### src/rtl/cram_pkg.sv
// Shared types and CRC-8 helper for the CRAM bitstream loader.
package cram_pkg;

    typedef enum logic [2:0] {IDLE, FETCH, SHIFT, VERIFY, DONE} cram_ld_state_t;

    localparam logic [7:0] CRC8_POLY = 8'h07;

    function automatic logic [7:0] crc8_step(input logic [7:0] crc, input logic b);
        return {crc[6:0], 1'b0} ^ ((crc[7] ^ b) ? CRC8_POLY : 8'h00);
    endfunction

endpackage

### src/rtl/cram_crc8.sv
// Bit-serial CRC-8 accumulator (init 0x00); clr takes priority over bit_en.
module cram_crc8
    import cram_pkg::*;
(
    input  logic       clk,
    input  logic       nrst,
    input  logic       clr,
    input  logic       bit_en,
    input  logic       bit_in,
    output logic [7:0] crc
);

    logic [7:0] crc_q, crc_d;

    always_comb begin
        crc_d = crc_q;
        if (clr)
            crc_d = 8'h00;
        else if (bit_en)
            crc_d = crc8_step(crc_q, bit_in);
    end

    always_ff @(posedge clk or negedge nrst) begin
        if (!nrst) crc_q <= 8'h00;
        else       crc_q <= crc_d;
    end

    assign crc = crc_q;

endmodule

### src/rtl/cram_loader.sv
// Serialises configuration words MSB-first into the CRAM chain, then rotates the
// chain once and compares a CRC-8 of the readback against the CRC-8 of the load.
module cram_loader
    import cram_pkg::*;
#(
    parameter int CHAIN_LEN = 68,
    parameter int WORD_W    = 8
) (
    input  logic              clk,
    input  logic              nrst,
    input  logic              start,
    input  logic [WORD_W-1:0] word_in,
    input  logic              word_valid,
    output logic              word_ready,
    output logic              config_en,
    output logic              en,
    output logic              config_data_in,
    input  logic              config_data_out,
    output logic              busy,
    output logic              done,
    output logic              pass
);

    localparam int CNT_W  = $clog2(CHAIN_LEN + 1);
    localparam int WCNT_W = $clog2(WORD_W + 1);

    cram_ld_state_t    state_q, state_d;
    logic [WORD_W-1:0] sreg_q, sreg_d;
    logic [CNT_W-1:0]  cnt_q, cnt_d;
    logic [WCNT_W-1:0] wcnt_q, wcnt_d;
    logic              pass_q, pass_d;
    logic              crc_clr;
    logic [7:0]        crc_ld, crc_rb;

    always_comb begin
        state_d = state_q;
        sreg_d  = sreg_q;
        cnt_d   = cnt_q;
        wcnt_d  = wcnt_q;
        pass_d  = pass_q;
        crc_clr = 1'b0;
        case (state_q)
            IDLE: begin
                if (start) begin
                    state_d = FETCH;
                    pass_d  = 1'b0;
                    cnt_d   = '0;
                    crc_clr = 1'b1;
                end
            end
            FETCH: begin
                if (word_valid) begin
                    sreg_d  = word_in;
                    wcnt_d  = '0;
                    state_d = SHIFT;
                end
            end
            SHIFT: begin
                sreg_d = sreg_q << 1;
                cnt_d  = cnt_q + 1'b1;
                wcnt_d = wcnt_q + 1'b1;
                // Chain end wins over word end: a partial last word is dropped here.
                if (cnt_q == CNT_W'(CHAIN_LEN - 1)) begin
                    cnt_d   = '0;
                    state_d = VERIFY;
                end else if (wcnt_q == WCNT_W'(WORD_W - 1)) begin
                    state_d = FETCH;
                end
            end
            VERIFY: begin
                cnt_d = cnt_q + 1'b1;
                if (cnt_q == CNT_W'(CHAIN_LEN - 1)) begin
                    // Fold in the final readback bit now so pass is valid alongside done.
                    pass_d  = (crc8_step(crc_rb, config_data_out) == crc_ld);
                    state_d = DONE;
                end
            end
            DONE:    state_d = IDLE;
            default: state_d = IDLE;
        endcase
    end

    always_ff @(posedge clk or negedge nrst) begin
        if (!nrst) begin
            state_q <= IDLE;
            sreg_q  <= '0;
            cnt_q   <= '0;
            wcnt_q  <= '0;
            pass_q  <= 1'b0;
        end else begin
            state_q <= state_d;
            sreg_q  <= sreg_d;
            cnt_q   <= cnt_d;
            wcnt_q  <= wcnt_d;
            pass_q  <= pass_d;
        end
    end

    cram_crc8 u_crc_ld (
        .clk    (clk),
        .nrst   (nrst),
        .clr    (crc_clr),
        .bit_en (state_q == SHIFT),
        .bit_in (sreg_q[WORD_W-1]),
        .crc    (crc_ld)
    );

    cram_crc8 u_crc_rb (
        .clk    (clk),
        .nrst   (nrst),
        .clr    (crc_clr),
        .bit_en (state_q == VERIFY),
        .bit_in (config_data_out),
        .crc    (crc_rb)
    );

    assign word_ready     = (state_q == FETCH);
    assign busy           = (state_q == FETCH) || (state_q == SHIFT) || (state_q == VERIFY);
    assign config_en      = busy;
    assign en             = (state_q == SHIFT) || (state_q == VERIFY);
    assign done           = (state_q == DONE);
    assign pass           = pass_q;
    assign config_data_in = (state_q == SHIFT)  ? sreg_q[WORD_W-1] :
                            (state_q == VERIFY) ? config_data_out  : 1'b0;

endmodule

### config.mk
export PLATFORM = sky130hd
export DESIGN_NAME = cram_loader
export DESIGN_NICKNAME = d
export VERILOG_FILES = /design/src/rtl/cram_pkg.sv /design/src/rtl/cram_crc8.sv /design/src/rtl/cram_loader.sv
export SDC_FILE = /design/constraint.sdc
export NUM_CORES = 1
export LEC_CHECK = 0
export BUFFER_PORTS_ARGS = -buffer_cell sky130_fd_sc_hd__buf_2
export CAP_MARGIN = 10
export CELL_PAD_IN_SITES_DETAIL_PLACEMENT = 0
export CELL_PAD_IN_SITES_GLOBAL_PLACEMENT = 1
export CORE_ASPECT_RATIO = 1.75
export CORE_MARGIN = 2
export CORE_UTILIZATION = 45
export DETAILED_ROUTE_END_ITERATION = 8
export PLACE_DENSITY = 0.87
export SYNTH_ARGS = -nofsm -noshare
export SYNTH_HDL_FRONTEND = slang
export SYNTH_SLANG_ARGS = --single-unit
### constraint.sdc
create_clock -name clk -period 1.7 [get_ports clk]
set_input_delay 0.085 -clock clk [delete_from_list [all_inputs] [get_ports clk]]
set_output_delay 0.085 -clock clk [all_outputs]
set_load 0.01 [all_outputs]
# Word-level counts from Yosys, hierarchy flattened
# Index checks and enable logic that the tools add are counted.
# classes
n_eq_ne	11
muxes	26
bitwise	4
add_sub_neg	2
reduce_logical	13
# op_table
op	n
$mux W8	5
$mux W3	7
$pmux W7 S3	1
$pmux W8 S2	1
$xor A8 B8 Y8	2
$mux W7	2
$pmux W3 S4	1
$eq A8 B8 Y1	1
$pmux W4 S2	1
$reduce_bool A2 Y1	4
$add A7 B1 Y7 const B	1
$eq A7 B7 Y1 const B	1
$eq A3 B2 Y1 const B	2
$mux W1	6
$ne A2 B2 Y1 const B	3
$add A4 B1 Y4 const B	1
$eq A4 B3 Y1 const B	1
$mux W4	1
$reduce_and A2 Y1	2
$reduce_and A4 Y1	1
$eq A3 B1 Y1 const B	1
$eq A3 B3 Y1 const B	1
$logic_not A3 Y1	1
$logic_or A1 B1 Y1	3
5 further kinds	6
# word_totals
regBits	39

# Longest topological paths before layout
# depth
word_depth	6
depth_mapped	5

# Modules after synthesis
# From an unflattened synthesis, not the netlist that was laid out.
# hier_totals
hier_cells	205
hier_area_um2	2094.5
# by_module_without_submodules
mod	n_inst	cells_per_inst	area_per_inst_um2	seq_area_each_um2
cram_loader	1	141	1348.8	575.6
cram_crc8	2	32	372.9	200.2

# Worst setup path before layout
# OpenSTA, ideal clock, no wires.
# synth_timing
path_kind	register to register
startpoint	register cnt_q[0]
endpoint	register state_q[1]
stages_incl_launch_ff	6
period_less_slack_ps	1532
required_ps	1589
setup_slack_ps	168
t_arrival_ps	1420
path_cell_list	dfrtp_1 ha_1 nor4b_4 and2_1 o31ai_1 a2111oi_2
# synth_between
elab_chain_len	3
# synth_lines
item	line_no	rtl
from (decl)	cram_loader.sv:29	logic [CNT_W-1:0] cnt_q, cnt_d;
from (signal assigned)	cram_loader.sv:93	cnt_q <= cnt_d;
$eq A7 B7 Y1 (*)	cram_loader.sv:63, cram_loader.sv:72	
$ne A3 B3 Y1 (no source line), or another cell as far along	--	
$reduce_and A4 Y1 (no source line) or $pmux W3 S4 (tied branches)	--	
to (signal assigned)	cram_loader.sv:91	state_q <= state_d;
to (decl)	cram_loader.sv:27	cram_ld_state_t state_q, state_d;
# Every way passes the cells marked *; elsewhere a longest branch is shown, timed or not.
# A chain may end at the register's enable or synchronous reset.

# Final worst setup path
# layout_timing
startpoint	register cnt_q[0]
endpoint	register pass_q (netlist: pass)
# layout_between
elab_chain_len	3
# layout_lines
item	line_no	rtl
$eq A7 B7 Y1	cram_loader.sv:72	if (cnt_q == CNT_W'(CHAIN_LEN - 1)) begin
$ne A2 B2 Y1 (no source line)	--	
$reduce_and A3 Y1 (no source line)	--	
to (signal assigned)	cram_loader.sv:95	pass_q <= pass_d;
to (decl)	cram_loader.sv:31	logic pass_q, pass_d;
# No other way between the ends.

==> summary.txt <==
Routing
  – Final routed DRC violation total: 0
  – Routed length per placed instance: 15.0 um
  – DR iter-0 viols: 19
  – Detailed-route wire length: 4.23 mm
  – Remaining number of nets flagged by the antenna check after routing: 0
  – Via/cell ratio: 5.66
  – Via count of the routed design: 1,597
  – First-pass DRT Iterations: 4

Logic synthesis
  – Top flip-flop cell by instance count after synthesis: sky130_fd_sc_hd__dfrtp_1
  – Most repeated cell in the gate-level netlist after synthesis: sky130_fd_sc_hd__dfrtp_1
  – Post-synth EDFFs: 0
  – Post-synthesis net count: 215
  – Leading post-synthesis cells by instance count: 39 x sky130_fd_sc_hd__dfrtp_1, 23 x sky130_fd_sc_hd__nand2_1, 17 x sky130_fd_sc_hd__o21ai_0
  – Synth Register Bits: 39
  – Yosys cell types: 43
  – Count of mapped cells out of synthesis: 200
  – Async S/R FF share, synth: 1.00
  – Yosys warning total: 0
  – Dominant cells by area after synthesis: sky130_fd_sc_hd__dfrtp_1 48%, sky130_fd_sc_hd__a22o_1 4.8%, sky130_fd_sc_hd__mux2i_1 4.5%
  – Share of Yosys cell area claimed by the top area cell type: 0.484
  – Proportion of synthesized chip area in sequential cells: 0.484
  – Synth Cell Area: 2020 um^2
  – Mean cell area of the mapped netlist: 10.1 um^2
  – Post-synthesis cell type with the largest combined area: sky130_fd_sc_hd__dfrtp_1

Final layout
  – Filler cells: 404
  – Share of layout cells above drive strength 1: 0.225
  – Layout overhead on the synthesized area: 16.8%
  – Number of non-filler instances in the completed layout: 282
  – Diode insertion count for antenna repair: 0
  – Fin nets: 245

Clocking
  – Source-to-sink clock delay at the later pin of the worst-skew pair: 300 ps
  – H-tree depth reported by CTS: 2
  – Clk sink count: 39
  – CTS max path bufs: 2
  – Number of CTS-inserted buffers: 5
  – Clk pin slew, worst setup/hold paths: 80 ps
  – Root buffer cell: sky130_fd_sc_hd__clkbuf_8
  – TritonCTS clock tree: built
  – Postcts setup bufs: 0

Power and ir drop
  – Sequential fraction of design power: 0.396
  – Cell Pwr Density: 1750 nW/um^2
  – Combinational group share of total power: 0.434
  – Max rail drop VDD: 0.835 mV
  – Net Sw Power: 1.65 mW
  – Cell leakage power: 1.04 nW
  – Internal power contribution: 2.47 mW
  – Clk pwr share: 0.170
  – Switching part of the total: 0.401

Placed design
  – RD Place Congestion: 0.819
  – DP Cell Count: 273
  – Number of port buffers: 19
  – HPWL after detailed placement: 3.10 mm

Global routing
  – Number of antenna violations at the first check in global routing: 0
  – Wire length of the first global-routing pass: 7.11 mm
  – Maximum number of pins on one net before global-route repair: 40
  – Overall track demand over capacity in global routing: 0.195
  – Remaining Overflow, GRT: 0
  – Number of global-route vias before repair: 1,526

Floorplanning
  – Floorplan die width: 54.6 um
  – IO Count: 20
  – Height of the die: 92.5 um
  – FP Rows: 32
  – CORE AREA: 4360 um^2
  – Initial Utilization: 0.462
  – Die area: 5050 um^2

Run
  – Maximum capacitance violations: 0

Setup path
  – Kind of launch point of the worst setup path: flop
  – Critical-path cell list: ha_2 > nor4b_4 > a41oi_1 > o21ai_0 > o41ai_2
  – Category of the most critical setup path: reg -> reg
  – Critical Path Sink Type: flop
  – Arrival @ worst endpoint: 1740 ps
  – Depth of the worst register-to-register path: 5
  – Launch point of the worst path: cnt_q[0]
  – Register-to-register setup slack: 130 ps
  – Cell depth of the worst setup path: 5
  – Crit Reg-Reg Startpoint: cnt_q[0]
  – Critical-path cell with the highest stage delay: sky130_fd_sc_hd__dfrtp_1
  – Buffers plus inverters on the worst setup path: 0
  – Cell family with most CP delay: compound AO/OA/AOI/OAI gates
  – R2r endpoint: pass
  – Peak per-stage delay on the critical path: 390 ps
  – Peak fanout along the critical path: 5
  – Endpoint of the worst setup timing path: pass
  – Required time at the endpoint of the critical path: 1870 ps

Timing
  – Slew at the pin closest to its max-slew limit: 503 ps
  – Final critical delay including setup and external delays: 1570 ps
  – Final sum of negative setup slack: 0 ps
  – Post-Route Skew: 5.41 ps
  – Count of endpoints failing setup in the final report: 0
  – Fin. max-slew vios: 0
  – Maximum operating frequency: 638 MHz
  – RSZ-0062 raised after global routing: false
  – Final count of hold timing violations: 0
  – Max-Slew Margin vs Limit: 0.665
  – Period Utilization, post-route: 0.921

Status
  – Status: finished clean

Min path
  – Kind of path behind the tightest hold check: in -> reg
## cell type report
class	instances	area, um^2	share of cell area
Clock buffer	8	100	0.0425
Inverter	8	30.0	0.0128
Multi-Input combinational cell	145	995	0.423
Sequential cell	39	977	0.415
Tap cell	51	63.8	0.0271
Timing Repair Buffer	31	188	0.0797
## worst register-to-register path, cell delays in order (launching register included)
cell and delay [ps]:
sky130_fd_sc_hd__dfrtp_1 390, sky130_fd_sc_hd__ha_2 190, sky130_fd_sc_hd__nor4b_4 280, sky130_fd_sc_hd__a41oi_1 230
sky130_fd_sc_hd__o21ai_0 250, sky130_fd_sc_hd__o41ai_2 100
## logic make-up (layout without fill, tap and decap cells)
kind of cell             after synthesis  after routing  share of synthesized area
AO/OA/AOI/OAI                         59             59                      0.200
AND/OR/NAND/NOR                       59             59                      0.153
flip-flops                            39             39                      0.484
buffers and inverters                 16             47                     0.0348
XOR/XNOR                              15             15                     0.0652
multiplexers                          10             10                     0.0503
adder cells (fa/ha/maj)                2              2                     0.0124
## routing by layer
layer	GRT usage	routed length, um	vias up
met3	0.0355	142	7
met1	0.243	1780	778
met4	0.0938	95	0
met2	0.312	2210	26
met5	0	0	-
li1	-	-	786
## stage by stage
| step | instance area, um^2 | hold slack, ps | worst slack [ps] | utilization | power [mW] |
|---|---|---|---|---|---|
| floorplan | 2020 | -211 | 168 | - | 2.89 |
| global placement | 2220 | 174 | 139 | 0.509 | 3.38 |
| detailed placement | 2220 | 173 | 68.8 | 0.509 | 3.42 |
| CTS | 2330 | 6.52 | 48.6 | 0.534 | 4.13 |
| global route | 2350 | 29.4 | 1.60 | 0.539 | 4.44 |
| finish | 2350 | 1.10 | 134 | 0.539 | 4.12 |
## sequential cells by signal (all words and copies together) (netlist names)
name          flops
wcnt_q            4
state_q           3
sreg_q            8
u_crc_ld.crc      8
cnt_q             7
pass              1
u_crc_rb.crc      8
## placed cells by master, fill, tap and decap left out, drive strengths merged, types with 3 or more instances in the layout
cell	Yosys	routed
buf	5	30
nand2	23	23
a22o	11	11
mux2i	9	9
nor2	14	14
inv	8	8
or4	3	3
nand2b	3	3
a21oi	9	9
o31ai	4	4
nor3	3	3
dfrtp	39	39
xnor2	10	10
a31oi	3	3
clkbuf	3	8
o21ai	20	20
xor2	5	5
## what timing repair did
item,CTS,global route
gates resized for setup,0,6
hold endpoints to repair,39,0
setup endpoints to repair,0,11
hold buffers,1,0
## power groups by stage
stage | Combinational, mW | Sequential, mW | Clock (mW)
2_1_floorplan | 1.36 | 1.52 | 0
3_3_place_gp | 1.75 | 1.63 | 0
3_5_place_dp | 1.79 | 1.63 | 0
4_1_cts | 1.80 | 1.62 | 0.712
5_1_grt | 2.01 | 1.68 | 0.750
6_report | 1.79 | 1.63 | 0.701
## how the worst min path moves through the flow
| stage | startpoint | to | slack [ps] | depth (start not counted) |
|---|---|---|---|---|
| 2_1_floorplan | nrst | cnt_q[0] | -210 | 0 |
| 3_3_place_gp | nrst | cnt_q[4] | 170 | 2 |
| 3_5_place_dp | nrst | cnt_q[4] | 170 | 2 |
| 4_1_cts | word_in[0] | sreg_q[0] | 7 | 3 |
| 5_1_grt | word_in[0] | sreg_q[0] | 30 | 3 |
| 6_report | word_in[0] | sreg_q[0] | 1 | 3 |
No activity file was read; power rests on OpenSTA's default activity.
